## src/rtl/stream_mux_rr.sv

```systemverilog
// ============================================================================
// Module   : stream_mux_rr
// Summary  : N-input registered stream mux with valid/ready handshakes,
//            explicit-select or round-robin channel selection.
//            Optional transfer counter enabled by macro MUX_XFER_CNT_EN.
// Revision : 1.0 - initial release
// ============================================================================
`default_nettype none

module stream_mux_rr #(
  parameter int WIDTH  = 5,
  parameter int NUM_IN = 4,
  parameter int SEL_W  = $clog2(NUM_IN)
) (
  input  logic                    clk,
  input  logic                    rst_n,
  input  logic                    mode,
  input  logic [SEL_W-1:0]        sel,
  input  logic [NUM_IN*WIDTH-1:0] in_data,
  input  logic [NUM_IN-1:0]       in_valid,
  output logic [NUM_IN-1:0]       in_ready,
  output logic [WIDTH-1:0]        out_data,
  output logic                    out_valid,
  input  logic                    out_ready,
  output logic [SEL_W-1:0]        out_chan,
  output logic [15:0]             xfer_cnt
);

  localparam int         NUM_PAD = 1 << SEL_W;
  localparam logic [0:0] S_EMPTY = 1'b0;
  localparam logic [0:0] S_FULL  = 1'b1;

  logic [0:0]       r_state;
  logic [WIDTH-1:0] r_data;
  logic [SEL_W-1:0] r_chan;
  logic [SEL_W-1:0] r_last_grant;

  logic [NUM_PAD-1:0] w_valid_pad;
  logic               w_sel_grant;
  logic               w_rr_grant;
  logic [SEL_W-1:0]   w_rr_idx;
  logic               w_grant;
  logic [SEL_W-1:0]   w_gnt_idx;
  logic [WIDTH-1:0]   w_gnt_data;
  logic               w_load_en;
  int                 w_cand;

  // Padding lets an out-of-range sel index safely; padded bits are zero.
  assign w_valid_pad = NUM_PAD'(in_valid);
  assign w_sel_grant = (int'(sel) < NUM_IN) && w_valid_pad[sel];

  // Scan downward so the closest channel after last_grant is assigned last.
  always_comb begin
    w_rr_grant = 1'b0;
    w_rr_idx   = '0;
    w_cand     = 0;
    for (int k = NUM_IN; k >= 1; k--) begin
      w_cand = int'(r_last_grant) + k;
      if (w_cand >= NUM_IN) w_cand = w_cand - NUM_IN;
      if (w_valid_pad[SEL_W'(w_cand)]) begin
        w_rr_grant = 1'b1;
        w_rr_idx   = SEL_W'(w_cand);
      end
    end
  end

  assign w_grant   = mode ? w_rr_grant : w_sel_grant;
  assign w_gnt_idx = mode ? w_rr_idx : sel;
  assign w_load_en = (r_state == S_EMPTY) || out_ready;

  always_comb begin
    in_ready   = '0;
    w_gnt_data = '0;
    for (int i = 0; i < NUM_IN; i++) begin
      if (w_gnt_idx == SEL_W'(i)) begin
        in_ready[i] = w_load_en && w_grant;
        w_gnt_data  = in_data[i*WIDTH +: WIDTH];
      end
    end
  end

  // Explicit-select transfers leave the round-robin pointer untouched.
  always_ff @(posedge clk or negedge rst_n) begin
    if (!rst_n) begin
      r_state      <= S_EMPTY;
      r_data       <= '0;
      r_chan       <= '0;
      r_last_grant <= SEL_W'(NUM_IN - 1);
    end else if (w_load_en) begin
      r_state <= w_grant ? S_FULL : S_EMPTY;
      if (w_grant) begin
        r_data <= w_gnt_data;
        r_chan <= w_gnt_idx;
        if (mode) r_last_grant <= w_gnt_idx;
      end
    end
  end

  assign out_valid = (r_state == S_FULL);
  assign out_data  = r_data;
  assign out_chan  = r_chan;

`ifdef MUX_XFER_CNT_EN
  logic [15:0] r_xfer_cnt;

  always_ff @(posedge clk or negedge rst_n) begin
    if (!rst_n) begin
      r_xfer_cnt <= 16'h0000;
    end else if (out_valid && out_ready && (r_xfer_cnt != 16'hFFFF)) begin
      r_xfer_cnt <= r_xfer_cnt + 16'h0001;
    end
  end

  assign xfer_cnt = r_xfer_cnt;
`else
  assign xfer_cnt = 16'h0000;
`endif

endmodule

`default_nettype wire

```

## config.mk

```make
export PLATFORM = sky130hd
export DESIGN_NAME = stream_mux_rr
export DESIGN_NICKNAME = d
export VERILOG_FILES = /design/src/rtl/stream_mux_rr.sv
export SDC_FILE = /design/constraint.sdc
export NUM_CORES = 1
export LEC_CHECK = 0
export CAP_MARGIN = 20
export CORE_MARGIN = 2
export CORE_UTILIZATION = 41
export DETAILED_ROUTE_END_ITERATION = 16
export HOLD_SLACK_MARGIN = 0.15
export PLACE_DENSITY = 0.91
export SLEW_MARGIN = 20
export SYNTH_ARGS = -nofsm -noshare
export SYNTH_HDL_FRONTEND = slang
export SYNTH_SLANG_ARGS = --single-unit
```

## constraint.sdc

```tcl
create_clock -name clk -period 2.6 [get_ports clk]
set_input_delay 0.52 -clock clk [delete_from_list [all_inputs] [get_ports clk]]
set_output_delay 0.52 -clock clk [all_outputs]
set_load 0.03 [all_outputs]
```

==> summary.txt <==
crit path DAT: 2.02 ns
crit-path cells: dlygate4sd2_1 -> mux4_2 -> mux2i_4 -> a21o_4 -> buf_4 -> nor4_4 -> buf_4
grt peak-use layer: met2
final core occ: 64.71%
unrepaired setup endpoints after global routing: no
Root Driver: clkbuf_4
vias in the first global route: 1184
sequential share of power: 23.8%
EDFF count, synth: 0
share of the synthesized area in the top cell type: 17.04%
num rows: 19
Global Route met1 Usage: 26.02%
die width: 57.53 microns
gpl congestion: 0.8121
# Max-Cap Violations: 0
die area: 3310 sq um
Avg WL per Cell: 15.68 microns
Worst-Margin Slew: 0.5572 ns
post-synthesis register bit count: 10
Mapped Area: 1175 sq um
critical path endpoint category: output pin
largest net degree at the start of global routing: 14
Overall Power: 1.086 mW
outcome: finished, final reports clean
Clock Path Buffers: 2
GRT Util Overall: 20.36%
Crit-path slowest cell: mux4_2
CTS clk-pin slew, worst paths: 0.07 ns
DRT Wirelength: 3466 microns
First-pass DRT Iterations: 4
total grt overflow: 0
Clock Sink Count: 10
vias: 1222
Clock power frac: 13.4%
Initial Utilization: 42.97%
crit-path most repeated cell: buf_4
Post-CTS Hold Fix Bufs: 0
power per cell area: 613.9 nW/um^2
crit-path leading delay family: buffers and inverters
TritonCTS Buffers: 3
Switch Pwr: 0.4654 mW
Slew headroom: 62.69%
data required time of the worst path: 2.08 ns
Startpoint Class: input pin
die height: 57.53 microns
yosys warns: 0
clk_lat worst skew: 0.28 ns
synth cell count leaders: buf_4, nand2_1, dfrtp_1
CTS tree: done
DR iter-0 viols: 37
Core Area: 2734 sq um
Final setup viols: 0
P_int: 0.6208 mW
leading register cell type out of synthesis: dfrtp_1
via/cell ratio: 5.529
worst hold path class: reg -> reg
Multi-input gate area: 859.6 sq um
Lkg Pwr: 0.7978 nW
Synth Instances: 128
Switching Fraction: 42.85%
hpwl dp: 2587 microns
first-pass GRT wire length: 5237 microns
initial antenna violation count: 0
diode count: 0
Synth cell types: 46
area delta synth->final: 50.59%
DR DRC count: 0
fill cell count: 211
WS Path Type: in -> out
H-tree Lvls: 1
leading post-synthesis cells by cell area: dfrtp_1, buf_4, a2111oi_2
Post-synth ARST share: 100.0%
Global Route met3 Usage: 0.9070%
Nets: 221
layout cells sized above 1: 36.32%
Final Critical Period: 2.539 ns
Worst VDD drop: 0.4218 mV
IO Port Bufs: 41
Mapped Avg Cell Area: 9.179 sq um
post-synth top area cell: dfrtp_1
Buffers & Inverters on Critical Path: 3
Hold Vio Cnt, Final: 0
Boundary Pins: 58
met2 usage: 33.60%
crit-path max FO: 4
DRT antenna net count: 0
fin crit share: 97.67%
Final Slew Violations: 0
fmax: 0.3938 GHz
post-synthesis sequential area ratio: 21.51%
Finished Layout Cells: 221
critical path's largest stage delay: 0.36 ns
Worst Clk Skew: 0.005053 ns
storage element area: 252.7 sq um
placed instance count: 214
combinational share of power: 62.8%
==> power groups by stage <==
stage	registers [mW]	logic (mW)	clock network, mW
2_1_floorplan	0.304	0.371	0
3_3_place_gp	0.266	0.603	0
3_5_place_dp	0.268	0.620	0
4_1_cts	0.266	0.629	0.149
5_1_grt	0.264	0.724	0.150
6_report	0.258	0.682	0.145
==> flip-flops by register name, summed over array words and instances (netlist names) <==
register      flops
out_chan          2
out_data          5
out_valid         1
r_last_grant      2
==> timing repair <==
item | in CTS | in global routing
endpoints found under the setup margin | 4 | 4
buffers inserted | 0 | 3
pin swaps | 0 | 3
resized for setup | 18 | 8
==> final timing paths <==
kind | start | to | slack (ns) | cells after the start
max | sel[0] | in_ready[0] | 0.06 | 7
max in group asynchronous | rst_n | r_last_grant[1] | 1.70 | 1
min in group asynchronous | rst_n | out_data[3] | 0.56 | 1
max reg2reg | r_last_grant[0] | out_data[4] | 0.40 | 6
min | out_chan[0] | out_chan[0] | 0.49 | 2
min reg2reg | out_chan[0] | out_chan[0] | 0.49 | 2
==> layout make-up <==
cell class,instances,area share (%)
tap,31,2.192
multi-input combinational,108,48.59
sequential,10,14.29
inverter,2,0.4243
clock buffer,4,2.051
timing repair buffer,66,32.46
==> through the flow <==
step | TNS [ns] | setup slack, ns | instance area (sq um) | hold WS (ns)
floorplan | 0 | 0.09977 | 1246 | 0.2244
global placement | -1.075 | -0.2466 | 1683 | 0.4668
detailed placement | -1.622 | -0.3059 | 1683 | 0.4716
CTS | 0 | 0.006952 | 1742 | 0.4881
global route | 0 | 0.005544 | 1769 | 0.5308
finish | 0 | 0.06055 | 1769 | 0.4941
==> metal layers <==
layer	routed length, microns	vias to the layer above
li1	-	575
met1	1405	589
met2	1772	48
met3	186	10
met4	102	0
met5	0	-
==> cells in the final DEF (no fill, tap or decap), types with 3 or more instances in the layout <==
cell type	n
conb_1	16
dfrtp_1	8
clkbuf_4	3
a2111oi_2	5
nand2_1	17
o221ai_1	6
a21o_1	6
clkdlybuf4s50_1	30
buf_4	28
o21ai_0	3
mux2i_1	5
dlygate4sd2_1	3
nor2_1	4
and3_1	5
o31ai_2	5
==> cell families after synthesis <==
| kind of cell | after synthesis | synth area share (%) |
|---|---|---|
| other | 1 | 0.3192 |
| DFF | 10 | 21.51 |
| AOI/OAI and AO/OA | 39 | 33.55 |
| buffers and inverters | 25 | 14.91 |
| muxes | 7 | 7.029 |
| and+or+nand+nor | 46 | 22.68 |
==> worst register-to-register path: stages (launching register included) <==
cell and delay (ns):
dfstp_2 0.60, nor2b_4 0.06, o21a_1 0.19, o31a_4 0.41, buf_4 0.18, a2111oi_2 0.51, o31ai_2 0.12
(Power assumes the default switching activity.)
